==> src/rtl/display_pkg.sv <==
// display_pkg: shared constants, defaults and width helper for the multiplexed 7-segment display
package display_pkg;
    typedef logic [7:0] seg_t;
    localparam seg_t SEG_APAGADO = 8'hFF;
    localparam int NUM_DIGITOS_PADRAO = 4;
    localparam int DIV_VARREDURA_PADRAO = 50000;
    localparam int CICLOS_APAGADO_PADRAO = 2;
    localparam int DIV_PISCA_PADRAO = 32;
    function automatic int largura(input int n);
        return n > 1 ? $clog2(n) : 1;
    endfunction
endpackage

==> src/rtl/contador_varredura.sv <==
// contador_varredura: slot prescaler and digit index with slot/frame wrap flags
module contador_varredura
    import display_pkg::*;
#(
    parameter int NUM_DIGITOS = NUM_DIGITOS_PADRAO,
    parameter int DIV_VARREDURA = DIV_VARREDURA_PADRAO,
    localparam int CW = largura(DIV_VARREDURA),
    localparam int IW = largura(NUM_DIGITOS)
) (
    input  logic          clock,
    input  logic          reset,
    input  logic          habilitar,
    output logic [CW-1:0] cnt,
    output logic [IW-1:0] idx,
    output logic          fim_slot,
    output logic          fim_quadro
);
    assign fim_slot = cnt == CW'(DIV_VARREDURA - 1);
    assign fim_quadro = fim_slot && idx == IW'(NUM_DIGITOS - 1);
    always_ff @(posedge clock or posedge reset) begin
        if (reset) begin
            cnt <= '0;
            idx <= '0;
        end else if (!habilitar) begin
            cnt <= '0;
            idx <= '0;
        end else begin
            cnt <= fim_slot ? '0 : cnt + 1'b1;
            if (fim_slot)
                idx <= fim_quadro ? '0 : idx + 1'b1;
        end
    end
endmodule

==> src/rtl/varredura_display.sv <==
// varredura_display: multiplexed 7-segment scanner with shadow/active buffering, anti-ghosting and blink
module varredura_display
    import display_pkg::*;
#(
    parameter int NUM_DIGITOS = NUM_DIGITOS_PADRAO,
    parameter int DIV_VARREDURA = DIV_VARREDURA_PADRAO,
    parameter int CICLOS_APAGADO = CICLOS_APAGADO_PADRAO,
    parameter int DIV_PISCA = DIV_PISCA_PADRAO
) (
    input  logic                     clock,
    input  logic                     reset,
    input  logic                     habilitar,
    input  logic [8*NUM_DIGITOS-1:0] segmentos_in,
    input  logic                     carregar,
    input  logic [NUM_DIGITOS-1:0]   piscar_mascara,
    output logic [7:0]               segmentos,
    output logic [NUM_DIGITOS-1:0]   digitos,
    output logic                     fim_quadro,
    output logic                     pendente
);
    localparam int CW = largura(DIV_VARREDURA);
    localparam int IW = largura(NUM_DIGITOS);
    localparam int FW = largura(DIV_PISCA);
    logic [CW-1:0] cnt;
    logic [IW-1:0] idx;
    logic fim_slot, fim_frm, virada, commit, escuro, fase;
    logic [FW-1:0] cnt_quadros;
    logic [NUM_DIGITOS-1:0] dig_n;
    seg_t [NUM_DIGITOS-1:0] sombra, ativo;
    contador_varredura #(.NUM_DIGITOS(NUM_DIGITOS), .DIV_VARREDURA(DIV_VARREDURA)) u_contador (
        .clock(clock), .reset(reset), .habilitar(habilitar),
        .cnt(cnt), .idx(idx), .fim_slot(fim_slot), .fim_quadro(fim_frm)
    );
    assign virada = habilitar && fim_slot && fim_frm;
    // shadow only reaches the display at a frame boundary, or at once while the scan is stopped
    assign commit = pendente && (virada || !habilitar);
    always_comb begin
        escuro = !habilitar || cnt < CW'(CICLOS_APAGADO) || (fase && piscar_mascara[idx]);
        dig_n = '1;
        if (!escuro)
            dig_n[idx] = 1'b0;
    end
    always_ff @(posedge clock or posedge reset) begin
        if (reset) begin
            segmentos <= SEG_APAGADO;
            digitos <= '1;
            fim_quadro <= 1'b0;
            pendente <= 1'b0;
            sombra <= '1;
            ativo <= '1;
            cnt_quadros <= '0;
            fase <= 1'b0;
        end else begin
            segmentos <= escuro ? SEG_APAGADO : ativo[idx];
            digitos <= dig_n;
            fim_quadro <= virada;
            if (commit)
                ativo <= sombra;
            if (carregar)
                sombra <= segmentos_in;
            pendente <= carregar || (pendente && !commit);
            if (!habilitar) begin
                cnt_quadros <= '0;
                fase <= 1'b0;
            end else if (virada) begin
                cnt_quadros <= cnt_quadros == FW'(DIV_PISCA - 1) ? '0 : cnt_quadros + 1'b1;
                if (cnt_quadros == FW'(DIV_PISCA - 1))
                    fase <= !fase;
            end
        end
    end
endmodule

==> config.mk <==
export PLATFORM = sky130hd
export DESIGN_NAME = varredura_display
export DESIGN_NICKNAME = d
export VERILOG_FILES = /design/src/rtl/display_pkg.sv /design/src/rtl/contador_varredura.sv /design/src/rtl/varredura_display.sv
export SDC_FILE = /design/constraint.sdc
export NUM_CORES = 1
export LEC_CHECK = 0
export CAP_MARGIN = 20
export CORE_AREA = 4 4 128 130
export CTS_BUF_LIST = sky130_fd_sc_hd__clkbuf_8
export CTS_CLUSTER_DIAMETER = 200
export DETAILED_ROUTE_END_ITERATION = 8
export DIE_AREA = 0 0 132 134
export GPL_ROUTABILITY_DRIVEN = 0
export HOLD_SLACK_MARGIN = 0.05
export SLEW_MARGIN = 10
export SYNTH_ARGS = -nofsm -noshare
export SYNTH_HDL_FRONTEND = slang
export SYNTH_SLANG_ARGS = --single-unit
==> constraint.sdc <==
create_clock -name clock -period 3.14 [get_ports clock]
set_clock_uncertainty 0.05 [all_clocks]
set_input_delay 0.628 -clock clock [delete_from_list [all_inputs] [get_ports clock]]
set_output_delay 0.628 -clock clock [all_outputs]
set_load 0.005 [all_outputs]
# Yosys cells after proc, flatten, opt, wreduce, memory -nomap -nowiden
# Cells that the tools add are included.
[totals]
reg_bits = 102
inputBits = 40
output_inout_bits = 14
elab_cells = 63
[classes]
addsub = 3
order_cmp = 3
n_eq_ne = 6
muxes = 19
bitwise = 1
n_reduce_logical = 15
[ops]
columns = ["op", "n"]
rows = [
  ["two-way mux 16 bit", 2],
  ["adder 16 x 1 -> 16 bit (second input constant)", 1],
  ["binary-select mux 8 bit (select 2 bit)", 1],
  ["equality test 16 bit (second input constant)", 1],
  ["less-than comparator 16 x 2 -> 1 bit (second input constant)", 1],
  ["two-way mux 8 bit", 2],
  ["two-way mux 5 bit", 3],
  ["logical AND 1 bit", 7],
  ["two-way mux 2 bit", 3],
  ["inequality test 2 x 1 -> 1 bit (second input constant)", 3],
  ["adder 5 x 1 -> 5 bit (second input constant)", 1],
  ["equality test 5 bit (second input constant)", 1],
  ["two-way mux 1 bit", 5],
  ["logical OR 1 bit", 4],
  ["two-way mux 4 bit", 1],
  ["inverter 4 bit", 1],
  ["zero test 1 bit", 3],
  ["less-than comparator 2 x 3 -> 1 bit (second input constant)", 1],
  ["adder 2 x 1 -> 2 bit (second input constant)", 1],
  ["binary-select mux 1 bit (select 2 bit)", 1],
  ["demux 1 bit (select 2 bit)", 1],
  ["equality test 2 bit (second input constant)", 1],
  ["greater-or-equal comparator 2 x 1 -> 1 bit (second input constant)", 1],
  ["AND reduction 2 bit", 1],
]

# Logic depth before layout (Yosys ltp)
# Gate-level depths: netlist of run 1.
[logic_depth]
depth_word = 8
mapped_depth = 7
ltp_nobuf = 6

# Modules after synthesis
# Synthesis of run 1 repeated with hierarchy kept, for this count alone.
[hier_totals]
cells_unflattened = 307
area_unflattened_um2 = 4579.4
[modules_own_cells]
columns = ["mod", "n_inst", "cells_per_inst", "area_per_inst_um2", "seq_area_each_um2"]
rows = [
  ["varredura_display", 1, 217, 3677.3, 2197.1],
  ["contador_varredura", 1, 90, 902.1, 450.4],
]

# Worst setup path after synthesis of run 1
# Ideal clock, no wire load.
[synth_timing]
path_type = "register to register"
startpoint = "register u_contador.cnt[4]"
endpoint = "register ativo[0] (netlist bit)"
setup_ns = 0.082
t_arrival_ns = 2.466
required_time_ns = 3.008
path_slack_ns = 0.542
path_stages_with_launch = 7
path_buffers = 2
period_less_slack_ns = 2.598
cell_sequence = "dfrtp_1 > buf_2 > or4_4 > or4_4 > o32ai_4 > buf_6 > mux2_2"
[synth_between]
elab_chain_cells = 5
elab_cells_between_ends = 6
cone_classes = "eq/ne (1); reduce/logical (5)"
[synth_rtl]
columns = ["element", "line_no", "source"]
rows = [
  ["from (decl)", "contador_varredura.sv:13", "output logic [CW-1:0] cnt,"],
  ["from (signal assigned)", "contador_varredura.sv:28", "cnt <= fim_slot ? '0 : cnt + 1'b1;"],
  ["equality test 16 bit *", "contador_varredura.sv:18", "assign fim_slot = cnt == CW'(DIV_VARREDURA - 1);"],
  ["logical AND 1 bit (on tied branches)", "varredura_display.sv:34, contador_varredura.sv:19", ""],
  ["logical AND 1 bit *", "varredura_display.sv:34", "assign virada = habilitar && fim_slot && fim_frm;"],
  ["logical OR 1 bit *", "varredura_display.sv:36", "assign commit = pendente && (virada || !habilitar);"],
  ["logical AND 1 bit *", "varredura_display.sv:36", ""],
  ["to (signal assigned)", "varredura_display.sv:58", "ativo <= sombra;"],
  ["to (decl)", "varredura_display.sv:29", "seg_t [NUM_DIGITOS-1:0] sombra, ativo;"],
]
# Every way passes the cells marked *; elsewhere a longest branch is shown, timed or not.
# A chain may end at the register's enable or synchronous reset.

# Worst setup path in the final report of run 1
[layout_timing]
startpoint = "register u_contador.cnt[4]"
endpoint = "register ativo[11] (netlist bit)"
# The elaborated chain is that of the path after synthesis.

==> flow_summary.toml, run 1 <==
[pwr]
totalPowerFinal_mw = 2.719
cellLeakagePower_nw = 2.031
max_vdd_drop_v = 0.0002683
areal_power_density_over_the_cells_nw_per_um2 = 498.7

[synthesis]
syn_nets = 373
yosysUniqueCellTypes = 40
share_of_synthesized_registers_carrying_an_async_set_or_reset_pct = 100.0
synthesis.area_um2 = 4502
synth-main-ff-cell = "sky130_fd_sc_hd__dfstp_2"
synth_area_per_cell_um2 = 13.81
synth-seq-cells = 102
yosysSeqAreaShare_pct = 58.81
yosys_warnings = 0
number_of_enable_type_register_cells_in_the_synthesized_netlist = 0
synthesized_netlist_cell_count = 326

[sta]
timing.final.crit_period_ns = 2.746
final.setup.worst_slack_ns = 0.3944
worst_slew_margin_rel_pct = 40.85
transition_at_the_pin_with_the_smallest_max_transition_slack_ns = 0.8749
slew_violations = 0
min_period_over_period_pct = 87.44
finalSetupViolations = 0
report.final.hold_viol_count = 0
max_freq_ghz = 0.3642
rsz0062_at_grt = "no"
fin_tns_setup_ns = 0

[finish]
most_common_cell_after_layout_fill_and_taps_aside = "sky130_fd_sc_hd__dfstp_2"
nNetsFinal = 428
diodes = 0
layout.area.seq_um2 = 2648
post_route_cell_area_um2 = 5451
area_growth_syn_to_fin_pct = 21.10
final_layout_size_suffix_gt1_share_pct = 45.97
filler_cell_count = 1451
multiInputGateArea_um2 = 1727
most_used_cells_in_the_layout_excluding_fill_and_tap_cells = "76 x sky130_fd_sc_hd__dfstp_2, 63 x sky130_fd_sc_hd__mux2_2, 53 x sky130_fd_sc_hd__clkdlybuf4s50_1"
final_cell_count_no_fill = 573

[critical_path]
worst_ep_required_time_ns = 3.39
cp_data_arrival_time_ns = 3.00
setup.worst_path.class = "reg2reg"
critPathMaxFanout = 32
critPathLaunchType = "flop"
worstSetupEndpointType = "flop"
ff2ff_path_depth = 5

[run]
drv.max_cap_violation_count = 0

[global_routing]
antenna_found_initial = 0
grt-ovfl-total = 0
globalRouteTotalUtil_pct = 10.20
grt_pass1_wl_um = 14570
grt_max_degree = 103
number_of_global_route_vias_before_repair = 2895

[routing]
route.vias.total = 2739
drt_drc_violations_left = 0
detail_route.vias_per_cell = 4.780
drtAntennaViolNets = 0
first_pass_iters = 4
route.detailed.wl_per_inst_um = 14.94
detail_route.iter0.violations = 178
total_length_of_routed_wires_um = 8558

[placed_design]
post-dp-hpwl_um = 5860
placed_area_um2 = 5270
pre_cts_ws_ns = 0.4179
placed_cells_incl_taps = 558
numPortBuffers = 53

[floorplan]
die_y_um = 134
fp-row-count = 45
die_area_um2 = 17690
start_util_pct = 29.72
floorplan.core_area_um2 = 15150
boundaryPins = 54
floorplan.die.width_um = 132

[worst_hold_path]
hold_path.class = "reg2reg"
min_delay_path_depth = 1

[clock_tree]
cts_num_sinks = 102
clockBufferDepth = 2
tritoncts_clock_tree = "built"
cts_post_setup_buffers_inserted = 0
clk_pin_slew_ns = 0.09
clock_latency_late_sink_ns = 0.37
holdBufCountCts = 0
h_tree_depth = 3
cts-root-buf = "sky130_fd_sc_hd__clkbuf_8"
cts_made_buffers = 9
ctsResizeCount = 0

[status]
outcome = "finished clean"
worst paths after layout:
check | startpoint | end | slack (ns)
max in group asynchronous | reset | digitos[0]$_DFF_PP1_ | 1.92
min reg2reg | u_contador.cnt[0]$_DFF_PP0_ | u_contador.cnt[0]$_DFF_PP0_ | 0.46
max reg2reg | u_contador.cnt[4]$_DFF_PP0_ | ativo[11]$_DFFE_PP1P_ | 0.39
min | u_contador.cnt[0]$_DFF_PP0_ | u_contador.cnt[0]$_DFF_PP0_ | 0.46
min in group asynchronous | reset | u_contador.cnt[1]$_DFF_PP0_ | 0.70
max | u_contador.cnt[4]$_DFF_PP0_ | ativo[11]$_DFFE_PP1P_ | 0.39
Yosys cell counts, types with 8 or more instances:
cell type                  number  area, um2
sky130_fd_sc_hd__dfstp_2       76       1997
sky130_fd_sc_hd__mux2_2        63      709.4
sky130_fd_sc_hd__dfrtp_1       26      650.6
sky130_fd_sc_hd__nor2_1        19      71.32
sky130_fd_sc_hd__nand2_1       13      48.80
sky130_fd_sc_hd__nand3_1       11      55.05
sky130_fd_sc_hd__clkbuf_1      10      37.54
sky130_fd_sc_hd__mux4_2         9      202.7
sky130_fd_sc_hd__nand4_1        9      56.30
sky130_fd_sc_hd__inv_1          8      30.03
sky130_fd_sc_hd__nand2b_1       8      50.05
sky130_fd_sc_hd__xnor2_1        8      70.07
logic make-up (layout without fill, tap and decap cells):
logic type                 count (synthesis)  in the layout  synth area share (%)
and+or+nand+nor                           82             82                 9.784
xor gates and xnor gates                  12             12                 2.335
AOI/OAI and AO/OA                         22             22                 3.557
DFF                                      102            102                 58.81
adders and majority gates                  7              7                 1.945
muxes                                     74             74                 20.73
buffers and inverters                     27             86                 2.835
per-stage QoR:
stage	hold WS (ns)	util [%]
floorplan	0.4182	-
global placement	0.4438	34.80
detailed placement	0.4486	34.80
CTS	0.4615	35.99
global route	0.4927	35.99
finish	0.4583	35.99
flip-flops by register name, summed over array words and instances, names as in the netlist:
register and flops:
cnt_quadros 5, ativo 32, pendente 1, sombra 32
u_contador.idx 2, segmentos 8, digitos 4, fim_quadro 1
fase 1, u_contador.cnt 16
area by class of cell:
| type | instances | area share [%] |
|---|---|---|
| Sequential cell | 102 | 48.57 |
| Multi-Input combinational cell | 197 | 31.67 |
| Timing Repair Buffer | 62 | 11.43 |
| Tap cell | 188 | 4.315 |
| Clock buffer | 11 | 2.777 |
| Inverter | 9 | 0.6885 |
| Clock inverter | 4 | 0.5508 |
layer usage:
metal  vias up  track usage [%]  wire length [um]
met3        11            4.014               417
met1      1386            13.40              4057
met4         0            2.275                80
met5         -                0                 0
met2        62            15.99              4001
li1       1280                -                 -
where the power goes:
part	internal (mW)	switching, mW	total, mW
Sequential	1.54	0.0686	1.61
Combinational	0.212	0.113	0.325
Clock	0.334	0.447	0.780
Total	2.09	0.628	2.72
critical path, cell delays in order, from the launching register on:
cell                      delay (ns)
sky130_fd_sc_hd__dfrtp_1        0.49
sky130_fd_sc_hd__or4_4          0.58
sky130_fd_sc_hd__or4_4          0.61
sky130_fd_sc_hd__o32ai_4        0.33
sky130_fd_sc_hd__buf_12         0.25
sky130_fd_sc_hd__mux2_2         0.36
No activity file was read; power rests on OpenSTA's default activity.
==> run 2: changes to the inputs <==
--- a/config.mk
+++ b/config.mk
@@ -13,6 +13,8 @@
 export DIE_AREA = 0 0 132 134
 export GPL_ROUTABILITY_DRIVEN = 0
 export HOLD_SLACK_MARGIN = 0.05
+export PLACE_DENSITY = 0.46
+export RECOVER_POWER = 25
 export SLEW_MARGIN = 10
 export SYNTH_ARGS = -nofsm -noshare
 export SYNTH_HDL_FRONTEND = slang
==> constraint.sdc (replaced) <==
create_clock -name clock -period 3.4 [get_ports clock]
set_clock_uncertainty 0.05 [all_clocks]
set_input_delay 0.68 -clock clock [delete_from_list [all_inputs] [get_ports clock]]
set_output_delay 0.68 -clock clock [all_outputs]
set_load 0.005 [all_outputs]
==> run 2 against run 1 <==
- the flow now finishes with violations (capacitance limit, slew limit)
- non-clock buffer count down 1
- first-iteration DRC count fell by 31%
- clock power fell by 4.4%
- combinational power shrank 8.3%
- via count decreased by 0.47%
- final cell count is the same
- sequential power decreased by 7%
- fmax is 0.12% higher
- global-route usage grew 0.92 points
- core utilization down 0.058 points
- worst hold slack improved by 0.012 ns
- sequential share of layout area is 0.078 points higher
==> flow_summary.toml, run 2 (synthesized netlist as in run 1, its figures left out) <==
[routing]
route.detailed.wl_per_inst_um = 16.00
detail_route.iter0.violations = 122
route.vias.total = 2726
total_length_of_routed_wires_um = 9170
drtAntennaViolNets = 0
drt_drc_violations_left = 0
first_pass_iters = 4
detail_route.vias_per_cell = 4.757

[critical_path]
critical_path.reg2reg.endpoint = "ativo[1]$_DFFE_PP1P_"
worst_ep_required_time_ns = 3.66
r2r-start = "u_contador.cnt[4]$_DFF_PP0_"
critPathMaxFanout = 32
setup.worst_path.class = "reg2reg"
ff2ff_path_depth = 5
worst-r2r-setup-slack_ns = 0.66
worstSetupEndpointType = "flop"
critPathLaunchType = "flop"
cp_data_arrival_time_ns = 3.00

[floorplan]
boundaryPins = 54
die_y_um = 134
fp-row-count = 45
die_area_um2 = 17690
start_util_pct = 29.72
floorplan.die.width_um = 132
floorplan.core_area_um2 = 15150

[placed_design]
post-dp-hpwl_um = 6257
numPortBuffers = 53
pre_cts_ws_ns = 0.6612

[sta]
finalSetupViolations = 0
slew_violations = 84
worst_slew_margin_rel_pct = -31.81
transition_at_the_pin_with_the_smallest_max_transition_slack_ns = 1.975
rsz0062_at_grt = "no"
max_freq_ghz = 0.3646
min_period_over_period_pct = 80.66
fin_tns_setup_ns = 0
timing.final.crit_period_ns = 2.742
final.setup.worst_slack_ns = 0.6576
report.final.hold_viol_count = 0

[worst_hold_path]
min_delay_path_depth = 1
holdCritStartpoint = "u_contador.cnt[0]$_DFF_PP0_"
hold_path.class = "reg2reg"
worst_hold_path.endpoint = "u_contador.cnt[0]$_DFF_PP0_"

[status]
outcome = "complete, but fails checks"
violations = "capacitance limit, slew limit"

[pwr]
max_vdd_drop_v = 0.0002011
cellLeakagePower_nw = 2.026
totalPowerFinal_mw = 2.536
areal_power_density_over_the_cells_nw_per_um2 = 465.9

[clock_tree]
clk_pin_slew_ns = 0.10
h_tree_depth = 3
clock_latency_late_sink_ns = 0.38
cts_post_setup_buffers_inserted = 0
ctsResizeCount = 0
tritoncts_clock_tree = "built"
cts_made_buffers = 9
cts_num_sinks = 102
clockBufferDepth = 2
cts-root-buf = "sky130_fd_sc_hd__clkbuf_8"
holdBufCountCts = 0

[finish]
nNetsFinal = 427
reg.largest.list = "ativo (32), sombra (32), u_contador.cnt (16)"
multiInputGateArea_um2 = 1727
final_core_util_pct = 35.94
final_layout_size_suffix_gt1_share_pct = 45.97
diodes = 0
most_common_cell_after_layout_fill_and_taps_aside = "sky130_fd_sc_hd__dfstp_2"
area_growth_syn_to_fin_pct = 20.90
filler_cell_count = 1469
most_used_cells_in_the_layout_excluding_fill_and_tap_cells = "76 x sky130_fd_sc_hd__dfstp_2, 63 x sky130_fd_sc_hd__mux2_2, 51 x sky130_fd_sc_hd__clkdlybuf4s50_1"
layout.area.seq_um2 = 2648

[global_routing]
antenna_found_initial = 0
number_of_global_route_vias_before_repair = 2931
grt_pass1_wl_um = 15530
globalRouteTotalUtil_pct = 11.12
grt_max_degree = 51
grt-ovfl-total = 0

[run]
drv.max_cap_violation_count = 2
-- run 2: cell types whose count changed in the layout (fill, tap and decap cells not counted) --
cell / delta
sky130_fd_sc_hd__clkdlybuf4s50_1: -2
sky130_fd_sc_hd__clkinv_8: +1
sky130_fd_sc_hd__clkinv_2: +1
sky130_fd_sc_hd__buf_4: -1
sky130_fd_sc_hd__inv_8: +1
sky130_fd_sc_hd__clkbuf_8: -2
sky130_fd_sc_hd__clkbuf_1: +1
sky130_fd_sc_hd__dlygate4sd3_1: +1
-- run 2: routing by layer --
metal  share of wire (%)  global-route usage, %
met5                   0                      0
met3                 4.4                  4.089
met1                  48                  14.78
met4                 1.1                  2.975
met2                  47                  17.19
-- run 2: through the flow --
| stage | area, um2 | std cells | hold slack [ns] |
|---|---|---|---|
| global route | 5443 | 573 | 0.5132 |
| CTS | 5446 | 573 | 0.4723 |
| finish | 5443 | 573 | 0.4703 |
| floorplan | 4502 | 326 | 0.4182 |
| detailed placement | 5256 | 557 | 0.4554 |
| global placement | 5256 | 557 | 0.4498 |
-- run 2: power by group --
group          internal, mW  switching, mW  total (mW)  leakage, nW
logic                 0.194          0.104       0.298        0.774
clock network         0.284          0.462       0.746       0.0953
registers              1.43         0.0645        1.49         1.16
-- run 2: how the worst max path moves through the flow --
stage          cells past startpoint                         from  slack, ns                         end
2_1_floorplan                      1                        reset       0.12  cnt_quadros[0]$_DFFE_PP0P_
3_3_place_gp                       5  u_contador.cnt[4]$_DFF_PP0_       0.70       ativo[20]$_DFFE_PP1P_
3_5_place_dp                       5  u_contador.cnt[4]$_DFF_PP0_       0.66       ativo[27]$_DFFE_PP1P_
4_1_cts                            5  u_contador.cnt[4]$_DFF_PP0_       0.64       ativo[13]$_DFFE_PP1P_
5_1_grt                            3                        reset       0.38      sombra[21]$_DFFE_PP1P_
6_report                           5  u_contador.cnt[4]$_DFF_PP0_       0.66        ativo[1]$_DFFE_PP1P_
-- run 2: layout make-up --
cell class,count,share of cell area [%]
Multi-Input combinational cell,197,31.72
Inverter,9,0.6207
Sequential cell,102,48.64
Clock inverter,7,1.218
Tap cell,188,4.322
Timing Repair Buffer,61,11.20
Clock buffer,9,2.276
-- run 2: critical path: stages (launching register included) --
cell and delay, ns:
sky130_fd_sc_hd__dfrtp_1 0.48, sky130_fd_sc_hd__or4_4 0.58, sky130_fd_sc_hd__or4_4 0.61, sky130_fd_sc_hd__o32ai_4 0.33
sky130_fd_sc_hd__buf_12 0.24, sky130_fd_sc_hd__mux2_2 0.36
==> run 3: changes to the inputs <==
--- a/config.mk
+++ b/config.mk
@@ -13,7 +13,7 @@
 export DIE_AREA = 0 0 132 134
 export GPL_ROUTABILITY_DRIVEN = 0
 export HOLD_SLACK_MARGIN = 0.05
-export PLACE_DENSITY = 0.46
+export PLACE_DENSITY = 0.47
 export RECOVER_POWER = 25
 export SLEW_MARGIN = 10
 export SYNTH_ARGS = -nofsm -noshare
==> constraint.sdc (replaced) <==
create_clock -name clock -period 2.25 [get_ports clock]
set_clock_uncertainty 0.05 [all_clocks]
set_input_delay 0.45 -clock clock [delete_from_list [all_inputs] [get_ports clock]]
set_output_delay 0.45 -clock clock [all_outputs]
set_load 0.005 [all_outputs]
==> run 3 against run 2 <==
- the flow finishes with violations (setup timing)
- cell area rose by 5.6%
- critical path depth rose by 1
- clock-buffer cell count unchanged
- clock power up 55%
- total power rose by 55%
- register-to-register slack worse by 0.81 ns
- critical path type unchanged
- critical endpoint is now ativo[0]$_DFFE_PP1P_
- largest power group unchanged
==> flow_summary.toml, run 3 (synthesized netlist as in run 1, its figures left out) <==
[status]
outcome = "complete, but fails checks"
violations = "setup timing"

[clock_tree]
cts_made_buffers = 9
tritoncts_clock_tree = "built"
h_tree_depth = 3
clockBufferDepth = 2
cts-root-buf = "sky130_fd_sc_hd__clkbuf_8"
cts_num_sinks = 102
clk_pin_slew_ns = 0.11
clock_latency_late_sink_ns = 0.38

[critical_path]
worst-r2r-setup-slack_ns = -0.15
crit_buf_inv = 2
crit_path_cell_trace = "or4_4 > or4_4 > o32ai_4 > buf_12 > buf_6 > mux2_4"
critical_path.reg2reg.endpoint = "ativo[0]$_DFFE_PP1P_"
worstSetupEndpointType = "flop"
r2r-start = "u_contador.cnt[12]$_DFF_PP0_"
critPathLaunchType = "flop"
cp_data_arrival_time_ns = 2.66
setup.worst_path.class = "reg2reg"
cp_slowest_stage_delay_ns = 0.53
worst_ep_required_time_ns = 2.51
critPathMaxFanout = 8
highest_delay_cell_along_the_critical_path = "sky130_fd_sc_hd__or4_4"
top_cell_family_by_delay_on_the_critical_path = "simple AND/OR/NAND/NOR gates"
ff2ff_path_depth = 6
cpMostUsedCell = "sky130_fd_sc_hd__or4_4"

[pwr]
power_frac_seq_pct = 57.2
share_clk_of_total_power_pct = 29.5
totalPowerFinal_mw = 3.938
internal_mw = 2.948
cellLeakagePower_nw = 2.233
areal_power_density_over_the_cells_nw_per_um2 = 685.3
comb_power_share_pct = 13.4
power_switching_uw = 990.1
max_vdd_drop_v = 0.0003084
p_sw_share_pct = 25.14

[sta]
worst_slew_margin_rel_pct = 6.620
finalSetupViolations = 34
max_freq_ghz = 0.4169
worst_hold_slack_ns = 0.5059
final.setup.worst_slack_ns = -0.1485
min_period_over_period_pct = 106.6
timing.final.crit_period_ns = 2.399
slew_violations = 0
transition_at_the_pin_with_the_smallest_max_transition_slack_ns = 1.401
rsz0062_at_grt = "yes"
report.final.hold_viol_count = 0

[finish]
post_route_cell_area_um2 = 5747
nNetsFinal = 453
area_growth_syn_to_fin_pct = 27.65
diodes = 0
final_layout_size_suffix_gt1_share_pct = 49.88
final_core_util_pct = 37.94
most_used_cells_in_the_layout_excluding_fill_and_tap_cells = "76 x sky130_fd_sc_hd__dfstp_2, 51 x sky130_fd_sc_hd__clkdlybuf4s50_1, 47 x sky130_fd_sc_hd__mux2_2"
most_common_cell_after_layout_fill_and_taps_aside = "sky130_fd_sc_hd__dfstp_2"
reg.largest.list = "ativo (32), sombra (32), u_contador.cnt (16)"

[global_routing]
grt_pass1_wl_um = 15330
number_of_global_route_vias_before_repair = 2980
grt_max_degree = 103
grt-ovfl-total = 0
antenna_found_initial = 0
globalRouteTotalUtil_pct = 10.98

[routing]
total_length_of_routed_wires_um = 9398
detail_route.iter0.violations = 140
route.vias.total = 2822
drtAntennaViolNets = 0
drt_drc_violations_left = 0
first_pass_iters = 4
route.detailed.wl_per_inst_um = 15.69
detail_route.vias_per_cell = 4.711

[placed_design]
post-dp-hpwl_um = 6125
placed_area_um2 = 5440
numPortBuffers = 53

[floorplan]
boundaryPins = 54
die_area_um2 = 17690
floorplan.die.width_um = 132
fp-row-count = 45
die_y_um = 134
start_util_pct = 29.72
floorplan.core_area_um2 = 15150

[worst_hold_path]
worst_hold_path.endpoint = "u_contador.cnt[0]$_DFF_PP0_"
min_delay_path_depth = 2
holdCritStartpoint = "u_contador.cnt[0]$_DFF_PP0_"
hold_path.class = "reg2reg"

[run]
drv.max_cap_violation_count = 0
-- run 3: worst reg2reg max path, stage by stage, from the launching register on --
cell and delay (ns):
sky130_fd_sc_hd__dfrtp_1 0.40, sky130_fd_sc_hd__or4_4 0.53, sky130_fd_sc_hd__or4_4 0.45, sky130_fd_sc_hd__o32ai_4 0.25
sky130_fd_sc_hd__buf_12 0.16, sky130_fd_sc_hd__buf_6 0.17, sky130_fd_sc_hd__mux2_4 0.31
-- run 3: metal layers --
metal  wire, um  GRT usage, %  vias up  share of wire, %
li1           -             -     1331                 -
met1       4382         14.17     1436                47
met2       4529         17.16       49                48
met3        383         4.351        6               4.1
met4        103         3.151        0               1.1
met5          0             0        -                 0
-- run 3: worst max-delay path by stage --
| stage | start | end | slack, ns | cells past startpoint |
|---|---|---|---|---|
| after global placement | u_contador.cnt[12]$_DFF_PP0_ | ativo[19]$_DFFE_PP1P_ | -0.09 | 5 |
| after CTS | u_contador.cnt[12]$_DFF_PP0_ | ativo[29]$_DFFE_PP1P_ | -0.13 | 5 |
| after detailed placement | u_contador.cnt[12]$_DFF_PP0_ | ativo[7]$_DFFE_PP1P_ | -0.11 | 5 |
| final | u_contador.cnt[12]$_DFF_PP0_ | ativo[0]$_DFFE_PP1P_ | -0.15 | 6 |
| after global routing | u_contador.cnt[11]$_DFF_PP0_ | ativo[16]$_DFFE_PP1P_ | -0.18 | 6 |
| after floorplan | u_contador.cnt[12]$_DFF_PP0_ | ativo[0]$_DFFE_PP1P_ | -0.09 | 5 |
-- run 3: stage by stage --
step / setup TNS, ns / instances / setup WS (ns)
3_5_place_dp: -3.224 / 578 / -0.1065
4_1_cts: -3.470 / 595 / -0.1275
2_1_floorplan: -3.025 / 326 / -0.08931
6_report: -4.250 / 599 / -0.1485
5_1_grt: -5.295 / 599 / -0.1817
3_3_place_gp: -2.707 / 578 / -0.08781
-- run 3: timing repair --
action                                  CTS  global route
buffers inserted                          1             2
cloned                                    0             2
hold buffers                              0             0
gates resized for setup                  10             9
endpoints found under the setup margin   35            35
-- run 3: power groups by stage --
stage               logic, mW  clock network (mW)  registers (mW)
finish                  0.527                1.16            2.25
global route            0.574                1.31            2.28
CTS                     0.512                1.22            2.25
detailed placement      0.489                   0            2.28
global placement        0.478                   0            2.28
floorplan               0.314                   0            2.24
-- run 3: area by class of cell --
type / instances / area, um2
Inverter: 9 / 37.54
Clock inverter: 7 / 75.07
Fill cell: 1450 / 9399
Tap cell: 188 / 235.2
Timing Repair Buffer: 87 / 840.8
Multi-Input combinational cell: 197 / 1787
Sequential cell: 102 / 2648
Clock buffer: 9 / 123.9
